## src/rtl/display_pkg.sv

```systemverilog
// Shared types and constants for the two-digit display scheduler.
package display_pkg;

    // Code that the downstream segment decoder renders as "-".
    localparam logic [3:0] DASH = 4'hA;

    typedef enum logic [1:0] {
        IDLE,
        CONV_T,
        CONV_H,
        COMMIT
    } state_t;

    typedef struct packed {
        logic [3:0] hi;
        logic [3:0] lo;
    } digit_pair_t;

    localparam digit_pair_t DASH_PAIR = '{hi: DASH, lo: DASH};

    // Pick the tens (sel=0) or ones (sel=1) code out of a pair.
    function automatic logic [3:0] pick_digit(input logic sel, input digit_pair_t pair);
        return sel ? pair.lo : pair.hi;
    endfunction

endpackage

```

## src/rtl/bin2bcd_seq.sv

```systemverilog
// Sequential 8-bit to two-digit converter: repeated subtract-10.
// Values of 100 or more finish in one cycle with a DASH/DASH result.
// 'done' is asserted for exactly the last cycle of a conversion; a new
// 'start' in that cycle reloads the engine without a gap.
module bin2bcd_seq
    import display_pkg::*;
(
    input  logic        clk,
    input  logic        rst_n,
    input  logic        start,
    input  logic [7:0]  value,
    output logic        done,
    output digit_pair_t result
);

    logic [7:0] rem_reg;
    logic [3:0] tens_reg;
    logic       busy_reg;
    logic       overflow;
    logic       below_ten;

    // A loaded value >= 100 is the only way the remainder can be >= 100,
    // so the overflow test can be made on the remainder itself.
    assign overflow  = (rem_reg >= 8'd100);
    assign below_ten = (rem_reg < 8'd10);
    assign done      = busy_reg && (overflow || below_ten);

    // Result is valid whenever done is high.
    always_comb begin
        result = overflow ? DASH_PAIR : '{hi: tens_reg, lo: rem_reg[3:0]};
    end

    // Load on start, otherwise strip one ten per cycle until finished.
    always_ff @(posedge clk or negedge rst_n) begin
        if (!rst_n) begin
            rem_reg  <= '0;
            tens_reg <= '0;
            busy_reg <= 1'b0;
        end else if (start) begin
            rem_reg  <= value;
            tens_reg <= '0;
            busy_reg <= 1'b1;
        end else if (busy_reg && !done) begin
            rem_reg  <= rem_reg - 8'd10;
            tens_reg <= tens_reg + 4'd1;
        end else if (done) begin
            busy_reg <= 1'b0;
        end
    end

endmodule

```

## src/rtl/display_scheduler.sv

```systemverilog
// Accepts temperature/humidity samples, converts both to decimal digit
// pairs with one shared converter, alternates the shown quantity on a
// dwell timer and time-multiplexes the two digits onto digit_cur.
module display_scheduler
    import display_pkg::*;
#(
    parameter int DWELL_CYCLES = 200_000_000,
    parameter int MUX_CYCLES   = 100_000
) (
    input  logic       clk,
    input  logic       rst_n,
    input  logic [7:0] temp_in,
    input  logic [7:0] hum_in,
    input  logic       sample_valid,
    output logic       sample_ready,
    output logic [3:0] digit_hi,
    output logic [3:0] digit_lo,
    output logic       showing_hum,
    output logic       digit_sel,
    output logic [3:0] digit_cur
);

    localparam int DW = (DWELL_CYCLES > 1) ? $clog2(DWELL_CYCLES) : 1;
    localparam int MW = (MUX_CYCLES > 1) ? $clog2(MUX_CYCLES) : 1;
    localparam logic [DW-1:0] DWELL_LAST = DW'(DWELL_CYCLES - 1);
    localparam logic [MW-1:0] MUX_LAST   = MW'(MUX_CYCLES - 1);

    state_t      state_reg;
    logic        sample_ready_reg;
    logic [7:0]  hum_lat_reg;
    digit_pair_t temp_pend_reg;
    digit_pair_t hum_pend_reg;
    digit_pair_t temp_pair_reg;
    digit_pair_t hum_pair_reg;
    digit_pair_t shown_reg;
    logic        showing_hum_reg;
    logic        digit_sel_reg;
    logic [DW-1:0] dwell_cnt_reg;
    logic [MW-1:0] mux_cnt_reg;

    logic        handshake;
    logic        conv_start;
    logic [7:0]  conv_value;
    logic        conv_done;
    digit_pair_t conv_result;
    logic        dwell_wrap;
    logic        mux_wrap;
    logic        showing_hum_next;
    logic        commit;
    digit_pair_t temp_src;
    digit_pair_t hum_src;
    digit_pair_t shown_next;

    // Temperature goes straight from the port into the converter at the
    // handshake; humidity waits in hum_lat_reg until temperature is done.
    assign handshake  = (state_reg == IDLE) && sample_valid && sample_ready_reg;
    assign conv_start = handshake || ((state_reg == CONV_T) && conv_done);
    assign conv_value = (state_reg == IDLE) ? temp_in : hum_lat_reg;

    bin2bcd_seq u_conv (
        .clk    (clk),
        .rst_n  (rst_n),
        .start  (conv_start),
        .value  (conv_value),
        .done   (conv_done),
        .result (conv_result)
    );

    assign dwell_wrap       = (dwell_cnt_reg == DWELL_LAST);
    assign mux_wrap         = (mux_cnt_reg == MUX_LAST);
    assign showing_hum_next = showing_hum_reg ^ dwell_wrap;
    assign commit           = (state_reg == COMMIT);

    // During COMMIT the display is fed from the pending pairs so new digits
    // show one cycle after COMMIT, for whichever quantity is shown next.
    always_comb begin
        temp_src   = commit ? temp_pend_reg : temp_pair_reg;
        hum_src    = commit ? hum_pend_reg  : hum_pair_reg;
        shown_next = showing_hum_next ? hum_src : temp_src;
    end

    // Sample sequencing FSM: latch, convert temp, convert hum, commit both.
    always_ff @(posedge clk or negedge rst_n) begin
        if (!rst_n) begin
            state_reg        <= IDLE;
            sample_ready_reg <= 1'b1;
            hum_lat_reg      <= '0;
            temp_pend_reg    <= DASH_PAIR;
            hum_pend_reg     <= DASH_PAIR;
            temp_pair_reg    <= DASH_PAIR;
            hum_pair_reg     <= DASH_PAIR;
        end else begin
            case (state_reg)
                IDLE: begin
                    if (handshake) begin
                        hum_lat_reg      <= hum_in;
                        sample_ready_reg <= 1'b0;
                        state_reg        <= CONV_T;
                    end
                end
                CONV_T: begin
                    if (conv_done) begin
                        temp_pend_reg <= conv_result;
                        state_reg     <= CONV_H;
                    end
                end
                CONV_H: begin
                    if (conv_done) begin
                        hum_pend_reg <= conv_result;
                        state_reg    <= COMMIT;
                    end
                end
                COMMIT: begin
                    temp_pair_reg    <= temp_pend_reg;
                    hum_pair_reg     <= hum_pend_reg;
                    sample_ready_reg <= 1'b1;
                    state_reg        <= IDLE;
                end
                default: begin
                    state_reg <= IDLE;
                end
            endcase
        end
    end

    // Free-running dwell timer; toggles the shown quantity at wrap.
    always_ff @(posedge clk or negedge rst_n) begin
        if (!rst_n) begin
            dwell_cnt_reg   <= '0;
            showing_hum_reg <= 1'b0;
        end else begin
            dwell_cnt_reg   <= dwell_wrap ? '0 : dwell_cnt_reg + 1'b1;
            showing_hum_reg <= showing_hum_next;
        end
    end

    // Free-running digit multiplex timer; toggles the digit slot at wrap.
    always_ff @(posedge clk or negedge rst_n) begin
        if (!rst_n) begin
            mux_cnt_reg   <= '0;
            digit_sel_reg <= 1'b0;
        end else begin
            mux_cnt_reg   <= mux_wrap ? '0 : mux_cnt_reg + 1'b1;
            digit_sel_reg <= digit_sel_reg ^ mux_wrap;
        end
    end

    // Registered display pair, always consistent with showing_hum.
    always_ff @(posedge clk or negedge rst_n) begin
        if (!rst_n) begin
            shown_reg <= DASH_PAIR;
        end else begin
            shown_reg <= shown_next;
        end
    end

    assign sample_ready = sample_ready_reg;
    assign showing_hum  = showing_hum_reg;
    assign digit_sel    = digit_sel_reg;
    assign digit_hi     = shown_reg.hi;
    assign digit_lo     = shown_reg.lo;
    assign digit_cur    = pick_digit(digit_sel_reg, shown_reg);

endmodule

```

## config.mk

```make
export PLATFORM = sky130hd
export DESIGN_NAME = display_scheduler
export DESIGN_NICKNAME = d
export VERILOG_FILES = /design/src/rtl/display_pkg.sv /design/src/rtl/bin2bcd_seq.sv /design/src/rtl/display_scheduler.sv
export SDC_FILE = /design/constraint.sdc
export NUM_CORES = 1
export LEC_CHECK = 0
export ABC_AREA = 1
export BUFFER_PORTS_ARGS = -buffer_cell sky130_fd_sc_hd__buf_2
export CAP_MARGIN = 10
export CORE_UTILIZATION = 30
export DETAILED_ROUTE_END_ITERATION = 10
export SYNTH_ARGS = -nofsm -noshare
export SYNTH_HDL_FRONTEND = slang
export SYNTH_SLANG_ARGS = --single-unit
```

## constraint.sdc

```tcl
create_clock -name clk -period 1.5 [get_ports clk]
set_input_delay 0.075 -clock clk [delete_from_list [all_inputs] [get_ports clk]]
set_output_delay 0.075 -clock clk [all_outputs]
set_load 0.02 [all_outputs]
```

==> results.json, run 1 <==
{
  "dieArea_mm2": 0.0193,
  "grt.overflow.total": 0,
  "holdWs_ns": 0.0226,
  "tightest_slew_ns": 0.482,
  "grt_pass1_wl_um": 22400,
  "syn_area_mm2": 0.00564,
  "finalCritPeriodShare_pct": 103,
  "r2r-end": "u_conv.rem_reg[7]",
  "ioPinCount": 34,
  "cts_buffers": 9,
  "viasPerCell": 4.46,
  "seq_area_frac_synth_pct": 49.7,
  "fillers": 1781,
  "drive_above_1_share_pct": 32.7,
  "final_nets": 864,
  "r2r-start": "u_conv.rem_reg[5]",
  "syn2layout_area_growth_pct": 34.0,
  "rows": 49,
  "cts_sinks": 111,
  "post_synth.cell_area_avg_um2": 8.02,
  "portBuffers": 33,
  "utilization_pct": 41.5,
  "post-synth-top-count-cell": "nand2_1",
  "wl_per_cell_um": 12.4,
  "drt_first_pass_iters": 10,
  "antenna_found_initial": 0,
  "cts-root-buf": "clkbuf_16",
  "path_class": "reg -> reg",
  "grt_pass1_vias": 4669,
  "ys_types": 37,
  "reg2reg_slack_ns": -0.05,
  "diodes": 0,
  "routed_wl_um": 13300,
  "largest_reg_flops": 28,
  "htree_levels": 3,
  "pre_cts_ws_ns": -0.0897,
  "outcome": "finished, violations left",
  "arrival_ns": 1.80,
  "max-cap-violations": 0,
  "layout_setup_ws_ns": -0.0454,
  "yosysWarnings": 0,
  "p_leak_nw": 3.70,
  "core_mm2": 0.0182,
  "period_minus_slack_ns": 1.55,
  "cp-start-kind": "register",
  "grt_max_degree": 34,
  "synth_edf_count": 0,
  "synth_fp_nets": 730,
  "synth_top_area_share_pct": 40.0,
  "vdd_drop_max_uv": 514,
  "pwr_density_cell_mw_per_mm2": 738,
  "cts_tree": "yes",
  "ys_seq_elements": 111,
  "rsz0062_at_grt": "true",
  "r2r_cells": 10,
  "initial_core_util_pct": 31.0,
  "hold_end": "u_conv.rem_reg[4]",
  "cts.reportedPaths.clkPinSlew_ns": 0.09,
  "synthCells": 703,
  "crit_required_ns": 1.75,
  "globalplace.congestion": 0.884,
  "synth_commonest_cells": "237 x nand2_1, 90 x dfrtp_1, 83 x inv_1",
  "synth_async_sr_flop_share_pct": 100,
  "yosys-top-cells-area": "dfrtp_1 40%, nand2_1 16%, dfstp_2 9.8%, inv_1 5.5%, nor2_1 4.7%",
  "dp_hpwl_um": 9700,
  "end_kind": "register",
  "finalHoldViolations": 0,
  "fin_skew_ns": 0.0156,
  "fp.dieH_um": 139,
  "holdCritPathClass": "in -> reg",
  "clk_latency_ns": 0.37,
  "drt_iter0_drc": 167,
  "violations": "design-rule violations, negative setup slack",
  "grt_usage_pct": 14.5,
  "synth_area_leader_cell": "dfrtp_1",
  "setup_tns_ns": -0.192,
  "detailroute.via_count": 4779,
  "hold_path_depth": 5,
  "cts_buffer_depth": 2,
  "maxSlewViolCount": 0,
  "chipWidth_um": 139,
  "synth-main-ff-cell": "dfrtp_1",
  "crit_fanout": 7,
  "drc": 1,
  "slew_headroom_pct": 67.9,
  "fmax_mhz": 647,
  "ant_nets": 0,
  "setup_viol": 10,
  "power_w": 0.00558,
  "min-delay-start": "temp_in[4]"
}
==> routing by layer <==
layer  GRT usage (%)  wire length (µm)  vias up
met2            24.3              6530       63
li1                -                 -     2466
met3            3.07               420       19
met4            5.15               243        0
met1            18.3              6090     2231
met5               0                 0        -
==> kinds of logic (layout without fill, tap and decap cells) <==
family	count (synthesis)	after routing	synth area share (%)
buffers and inverters	100	238	7.26
muxes	2	2	0.355
xor gates and xnor gates	31	31	4.82
DFF	111	111	49.7
AOI/OAI and AO/OA	44	44	3.97
adders and majority gates	8	8	1.78
and+or+nand+nor	407	408	32.1
==> power by group <==
| part | internal, W | total, W | switching, W |
|---|---|---|---|
| sequential | 0.00299 | 0.00299 | 0 |
| combinational | 0.0000506 | 0.000126 | 0.0000759 |
| clock | 0.00122 | 0.00246 | 0.00124 |
==> per-stage QoR <==
step | area [µm²] | cells
floorplan | 5650 | 703
global placement | 6560 | 1018
detailed placement | 6560 | 1018
CTS | 7060 | 1047
global route | 7550 | 1071
finish | 7550 | 1071
==> worst max path at each step <==
stage	from	end	slack, ns	cells past startpoint
final	u_conv.rem_reg[5]	u_conv.rem_reg[7]	-0.05	10
after global routing	u_conv.rem_reg[5]	u_conv.rem_reg[7]	-0.13	10
after CTS	dwell_cnt_reg[0]	digit_hi[2]	-0.03	10
after detailed placement	mux_cnt_reg[0]	mux_cnt_reg[14]	-0.09	8
after global placement	dwell_cnt_reg[1]	dwell_cnt_reg[19]	-0.05	8
after floorplan	dwell_cnt_reg[0]	digit_hi[0]	0.02	10
==> layout by cell type (no fill, tap or decap), types with 6 or more instances in the layout <==
cell type      instances
buf_2                 32
nor2_1                50
nand2_4                6
a21oi_1                9
nand2_1              220
nand4_1               19
nor2_4                 9
nor2_2                14
dfrtp_1               85
inv_2                 10
inv_1                 71
o21ai_0               26
buf_4                 81
buf_6                  6
nand3_4                6
nand3_2                8
nand2_2               26
xnor2_1                7
xor2_1                21
nor3_1                10
dlygate4sd3_1          9
dfstp_2               21
clkbuf_16              9
nand3_1               26
==> critical path: stages (launching register included) <==
cell     delay [ns]
dfrtp_1        0.40
inv_1          0.08
nand2_1        0.06
nor2_2         0.12
nand2_2        0.08
buf_4          0.16
nand3_4        0.12
buf_4          0.14
nand3_4        0.09
nand3_1        0.11
nand2_1        0.06
==> cell type report <==
| type | instances | area (µm²) | share of cell area, % |
|---|---|---|---|
| Tap cell | 229 | 287 | 3.79 |
| Clock inverter | 6 | 60.1 | 0.795 |
| Sequential cell | 111 | 2810 | 37.2 |
| Timing Repair Buffer | 133 | 1020 | 13.4 |
| Timing Repair inverter | 1 | 8.76 | 0.116 |
| Clock buffer | 10 | 239 | 3.16 |
| Multi-Input combinational cell | 493 | 2780 | 36.7 |
| Inverter | 88 | 359 | 4.75 |
==> what timing repair did <==
action / CTS / global route
pin swaps: 2 / 41
setup buffers: 3 / 23
endpoints found under the hold margin: 22 / 0
hold buffers: 9 / 0
gates resized for setup: 26 / 96
cloned: 1 / 1
endpoints found under the setup margin: 54 / 79
Note: power is estimated with default switching activity, not from simulation.
==> run 2: changes to the inputs <==
BUFFER_PORTS_ARGS = not set   (was -buffer_cell sky130_fd_sc_hd__buf_2)
CORE_ASPECT_RATIO = 1.25   (was not set)
CORE_UTILIZATION = 48   (was 30)
DONT_BUFFER_PORTS = 1   (was not set)
PLACE_DENSITY = 0.65   (was not set)
==> results.json, run 2 (synthesized netlist as in run 1, its figures left out) <==
{
  "outcome": "finished, violations left",
  "violations": "negative hold slack, negative setup slack",
  "post-route-cell-area_mm2": 0.00724,
  "syn2layout_area_growth_pct": 28.4,
  "dp_hpwl_um": 9110,
  "switching_share_pct": 20.6,
  "cts_hold_buf": 15,
  "portBuffers": 0,
  "crit_start": "dwell_cnt_reg[1]",
  "max-cap-violations": 0,
  "finalHoldViolations": 111,
  "cts_buffer_depth": 2,
  "grt_max_degree": 112,
  "grt-busiest-layer": "met2",
  "routed_wl_um": 13000,
  "grt_usage_pct": 22.5,
  "setup_viol": 4,
  "tightest_slew_ns": 0.375,
  "viasPerCell": 5.03,
  "fmax_mhz": 662,
  "final_cell_mix": "213 x nand2_1, 86 x dfrtp_1, 75 x inv_1",
  "chipWidth_um": 98.9,
  "drt_first_pass_iters": 4,
  "use_met3_pct": 4.30,
  "slew_headroom_pct": 75.0,
  "cts_buffers": 9,
  "vdd_drop_max_uv": 502,
  "diodes": 0,
  "ant_nets": 0,
  "crit_fanout": 10,
  "cp_slowest_stage_delay_ns": 0.40,
  "htree_levels": 3,
  "clk_latency_ns": 0.35,
  "finalCritPeriodShare_pct": 101,
  "p_int_w": 0.00439,
  "r2r-end": "digit_hi[2]",
  "gr-usage-met2_pct": 40.1,
  "holdWs_ns": -0.585,
  "final_common_cell": "nand2_1",
  "crit_path_top_delay_cell": "dfrtp_1",
  "power_w": 0.00553,
  "grt.overflow.total": 0,
  "antenna_found_initial": 0,
  "layout_setup_ws_ns": -0.0108,
  "fin_cells": 939,
  "cts_sinks": 111,
  "cp-start-kind": "register",
  "drc": 0,
  "period_minus_slack_ns": 1.51,
  "holdCritPathClass": "in -> async",
  "clock_power_share_pct": 45.1,
  "p_switching_w": 0.00114,
  "drive_above_1_share_pct": 28.1,
  "ioPinCount": 34,
  "path_class": "reg -> reg",
  "worstSetupEndpoint": "digit_hi[2]",
  "rows": 43,
  "dieArea_mm2": 0.0122,
  "p_leak_nw": 3.56,
  "crit_required_ns": 1.74,
  "core_mm2": 0.0112,
  "cts.reportedPaths.clkPinSlew_ns": 0.08,
  "cts_tree": "yes",
  "cp_cell_sequence": "ha_4 > nand3_4 > clkinv_4 > nand2_4 > nor3_4 > nand3_2 > nand2_8 > inv_8 > nand2_2 > nand2_1",
  "dp_cells": 886,
  "wl_per_cell_um": 13.9,
  "p_seq_share_pct": 54.1,
  "final_nets": 826,
  "r2r_cells": 10,
  "placedInstanceArea_mm2": 0.00622,
  "combPwrFrac_pct": 0.8,
  "grt_pass1_wl_um": 21300,
  "gr-usage-met1_pct": 27.5,
  "drt_iter0_drc": 159,
  "globalplace.congestion": 0.930,
  "pwr_density_cell_mw_per_mm2": 764,
  "initial_core_util_pct": 50.1,
  "maxSlewViolCount": 0,
  "largest_reg_flops": 28,
  "fillers": 933,
  "arrival_ns": 1.75,
  "fin_skew_ns": 0.00581,
  "rsz0062_at_grt": "true",
  "detailroute.via_count": 4726,
  "grt_pass1_vias": 4600,
  "cts-root-buf": "clkbuf_16",
  "r2r-start": "dwell_cnt_reg[1]",
  "end_kind": "register",
  "reg2reg_slack_ns": -0.01,
  "fp.dieH_um": 123
}
## run 2: metal layers
layer / part of all wire [%] / wire length [µm]
met1: 42 / 5520
met2: 53 / 6890
met3: 3.1 / 402
met4: 1.6 / 208
met5: 0 / 0
## run 2: how the worst min path moves through the flow
stage	startpoint	end	slack (ns)	cells after the start
detailed placement	rst_n	dwell_cnt_reg[16]	-0.22	0
finish	rst_n	dwell_cnt_reg[15]	-0.59	0
CTS	rst_n	dwell_cnt_reg[16]	-0.60	0
floorplan	rst_n	digit_hi[0]	-0.22	0
global placement	rst_n	dwell_cnt_reg[16]	-0.22	0
global route	rst_n	dwell_cnt_reg[21]	-0.61	0
## run 2: repair_timing
| action | 4_1_cts | 5_1_grt |
|---|---|---|
| endpoints found under the hold margin | 126 | 111 |
| cloned | 1 | 0 |
| setup buffers | 2 | 19 |
| pin swaps | 1 | 28 |
| gates resized for setup | 14 | 109 |
| endpoints found under the setup margin | 24 | 75 |
## run 2: cell type report
class	count	area, µm²	area share, %
Timing Repair inverter	1	8.76	0.121
Timing Repair Buffer	96	828	11.4
Sequential cell	111	2810	38.8
Inverter	88	350	4.84
Tap cell	135	169	2.33
Multi-Input combinational cell	492	2760	38.1
Clock inverter	6	73.8	1.02
Clock buffer	10	239	3.30
## run 2: metrics by stage
stage          util [%]  setup TNS (ns)  worst slack, ns  hold slack, ns
6_report           64.4         -0.0242          -0.0108          -0.585
3_5_place_dp       55.4          -0.415           -0.106          -0.217
2_1_floorplan         -               0           0.0210          -0.221
5_1_grt            64.4           -1.59           -0.113          -0.605
3_3_place_gp       55.4          -0.121          -0.0937          -0.217
4_1_cts            60.1         -0.0110         -0.00684          -0.597
## run 2: power by group through the flow
stage	logic [W]	registers (W)	clock network [W]
2_1_floorplan	0.00000842	0.00305	0
3_3_place_gp	0.0000110	0.00305	0
3_5_place_dp	0.00000991	0.00305	0
4_1_cts	0.0000405	0.00299	0.00257
5_1_grt	0.0000458	0.00299	0.00269
6_report	0.0000420	0.00299	0.00250
## run 2: critical path: cells and delay by family, from the launching register on
family | cells | cell delay (ns)
adder cells (fa/ha/maj) | 1 | 0.16
buffers and inverters | 2 | 0.14
flip-flops | 1 | 0.40
AND/OR/NAND/NOR | 7 | 0.69
==> run 3: changes to the inputs <==
SYNTH_HIERARCHICAL = 1   (was not set)
==> results.json, run 3 <==
{
  "outcome": "finished, violations left",
  "violations": "negative hold slack, negative setup slack",
  "initial_core_util_pct": 49.4,
  "antenna_found_initial": 0,
  "synth_commonest_cells": "211 x nand2_1, 90 x dfrtp_1, 90 x nor2_1",
  "finalHoldViolations": 111,
  "drc": 0,
  "htree_levels": 3,
  "slew_headroom_pct": 64.7,
  "cts_buffer_depth": 2,
  "pwr_density_cell_mw_per_mm2": 1490,
  "clk_latency_ns": 0.36,
  "cts_tree": "yes",
  "fin_skew_ns": 0.00704,
  "setup_tns_ns": -3.21,
  "holdWs_ns": -0.593,
  "dp_hpwl_um": 8820,
  "cp-start-kind": "register",
  "period_minus_slack_ns": 1.64,
  "muxShareOfSynthArea_pct": 3.12,
  "final_cell_mix": "191 x nand2_1, 86 x dfrtp_1, 78 x nor2_1",
  "post_synth.cell_area_avg_um2": 8.16,
  "ys_seq_elements": 111,
  "syn2layout_area_growth_pct": 27.2,
  "portBuffers": 0,
  "grt_pass1_wl_um": 21900,
  "wl_per_cell_um": 13.7,
  "crit_path_top_delay_cell": "dfrtp_1",
  "synth_async_sr_flop_share_pct": 100,
  "chipWidth_um": 100,
  "synth_fp_nets": 735,
  "syn_area_mm2": 0.00577,
  "post-synth-top-count-cell": "nand2_1",
  "synth_compound_area_share_pct": 4.79,
  "grt.overflow.total": 0,
  "max-cap-violations": 0,
  "diodes": 0,
  "fp.dieH_um": 125,
  "largest_reg_flops": 28,
  "maxSlewViolCount": 0,
  "detailroute.via_count": 4835,
  "fmax_mhz": 611,
  "r2r-start": "u_conv/rem_reg[4]",
  "dp_cells": 920,
  "cts_hold_buf": 9,
  "routed_wl_um": 13200,
  "synth-main-ff-cell": "dfrtp_1",
  "globalplace.congestion": 0.839,
  "drt_first_pass_iters": 5,
  "ioPinCount": 34,
  "final_common_cell": "nand2_1",
  "cpMostUsedCell": "nor2_4",
  "ant_nets": 0,
  "yosys-top-cells-area": "dfrtp_1 39%, nand2_1 14%, dfstp_2 9.6%, nor2_1 5.9%, inv_1 4.9%",
  "core_mm2": 0.0117,
  "holdCritPathClass": "in -> async",
  "cp_slowest_stage_delay_ns": 0.41,
  "layout_setup_ws_ns": -0.136,
  "synth_top_family_by_area": "simple AND/OR/NAND/NOR gates",
  "yosysWarnings": 6,
  "power_w": 0.0109,
  "setup_viol": 39,
  "synth_fa_ha_area_share_pct": 1.95,
  "yosys.area_share.simple_pct": 32.5,
  "arrival_ns": 1.88,
  "grt_max_degree": 112,
  "rsz0062_at_grt": "true",
  "r2r-end": "temp_pend_reg[2]",
  "crit_required_ns": 1.74,
  "drive_above_1_share_pct": 30.8,
  "cp_cell_sequence": "inv_4 > nand4_1 > nor2_4 > nor2_4 > nor2_4 > nand2_4 > buf_4 > buf_12 > nand2_2 > o21ai_0",
  "end_kind": "register",
  "cts-root-buf": "clkbuf_16",
  "r2r_cells": 10,
  "p_leak_nw": 3.55,
  "dieArea_mm2": 0.0125,
  "path_class": "reg -> reg",
  "synth_edf_count": 0,
  "seq_area_frac_synth_pct": 48.6,
  "viasPerCell": 5.02,
  "synth_area_leader_cell": "dfrtp_1",
  "drt_iter0_drc": 172,
  "synthCells": 707,
  "rows": 44,
  "cts_buffers": 9,
  "cts_sinks": 111,
  "synth_top_area_share_pct": 39.0,
  "grt_usage_pct": 22.2,
  "tightest_slew_ns": 0.530,
  "crit_fanout": 16,
  "fin_cells": 963,
  "cts.reportedPaths.clkPinSlew_ns": 0.08,
  "grt_pass1_vias": 4784,
  "fillers": 961,
  "final_nets": 826,
  "reg2reg_slack_ns": -0.14,
  "finalCritPeriodShare_pct": 109,
  "ys_types": 36,
  "synthXorXnorAreaFrac_pct": 2.88,
  "vdd_drop_max_uv": 895
}
[run 3: cell count changes after synthesis, moves of 6 or more]
cell,delta
nor3_1,-9
nor2_4,+6
nand2_1,-26
nand3_1,+20
nor2_1,+20
inv_1,-8
mux2_2,+16
xor2_1,-6
xnor2_1,-6
nand4_1,-12
[run 3: cell type report]
cell class	count	area [µm²]	share of cell area, %
clock inverters	6	53.8	0.733
repair buffers	85	751	10.2
inverters	82	322	4.38
well taps	161	201	2.74
flip-flops and latches	111	2810	38.3
clock buffers	9	225	3.07
multi-input cells	509	2980	40.6
[run 3: repair_timing]
item / in CTS / in global routing
gates cloned: 1 / 3
resized for setup: 15 / 90
pin swaps: 6 / 13
buffers inserted: 5 / 11
setup endpoints to repair: 36 / 75
hold endpoints to repair: 120 / 111
[run 3: worst max path at each step]
stage                       from            endpoint  slack, ns  cells after the start
3_3_place_gp   u_conv/rem_reg[4]   u_conv/rem_reg[4]      -0.07                     12
4_1_cts        u_conv/rem_reg[2]   u_conv/rem_reg[4]      -0.09                     12
3_5_place_dp   u_conv/rem_reg[2]        state_reg[0]      -0.15                      9
2_1_floorplan  u_conv/rem_reg[2]  u_conv/tens_reg[2]      -0.27                     12
5_1_grt        u_conv/rem_reg[4]     hum_pend_reg[2]      -0.20                     10
6_report       u_conv/rem_reg[4]    temp_pend_reg[2]      -0.14                     10
[run 3: stage by stage]
stage | util [%] | instance area (µm²) | setup WS (ns)
after floorplan | - | 5840 | -0.272
after global placement | 55.3 | 6450 | -0.0721
after detailed placement | 55.3 | 6450 | -0.145
after CTS | 59.4 | 6930 | -0.0941
after global routing | 62.9 | 7340 | -0.205
final | 62.9 | 7340 | -0.136
[run 3: logic make-up (layout without fill, tap and decap cells)]
family                     Yosys count  in the layout
AOI/OAI and AO/OA                   50             50
adders and majority gates            9              9
buffers and inverters               90            182
DFF                                111            111
muxes                               16             16
xor gates and xnor gates            19             19
and+or+nand+nor                    412            415
[run 3: power breakdown]
group	switching, W	leakage, nW	internal, W
combinational	0.00231	2.01	0.00193
clock	0.00118	0.140	0.00116
sequential	0.000523	1.41	0.00386
total	0.00400	3.55	0.00694
[run 3: critical path: cells and delay by family (launching register included)]
family / cells / cell delay, ns
compound gates: 1 / 0.06
flops: 1 / 0.41
buf+inv: 3 / 0.39
simple gates: 6 / 0.66
[run 3: metal layers]
metal | vias to the layer above | part of all wire (%) | wire length [µm] | global-route usage [%]
met3 | 22 | 4.0 | 533 | 4.21
li1 | 2407 | - | - | -
met5 | - | 0 | 0 | 0
met2 | 113 | 50 | 6630 | 38.1
met1 | 2293 | 44 | 5770 | 28.3
met4 | 0 | 2.1 | 272 | 6.31
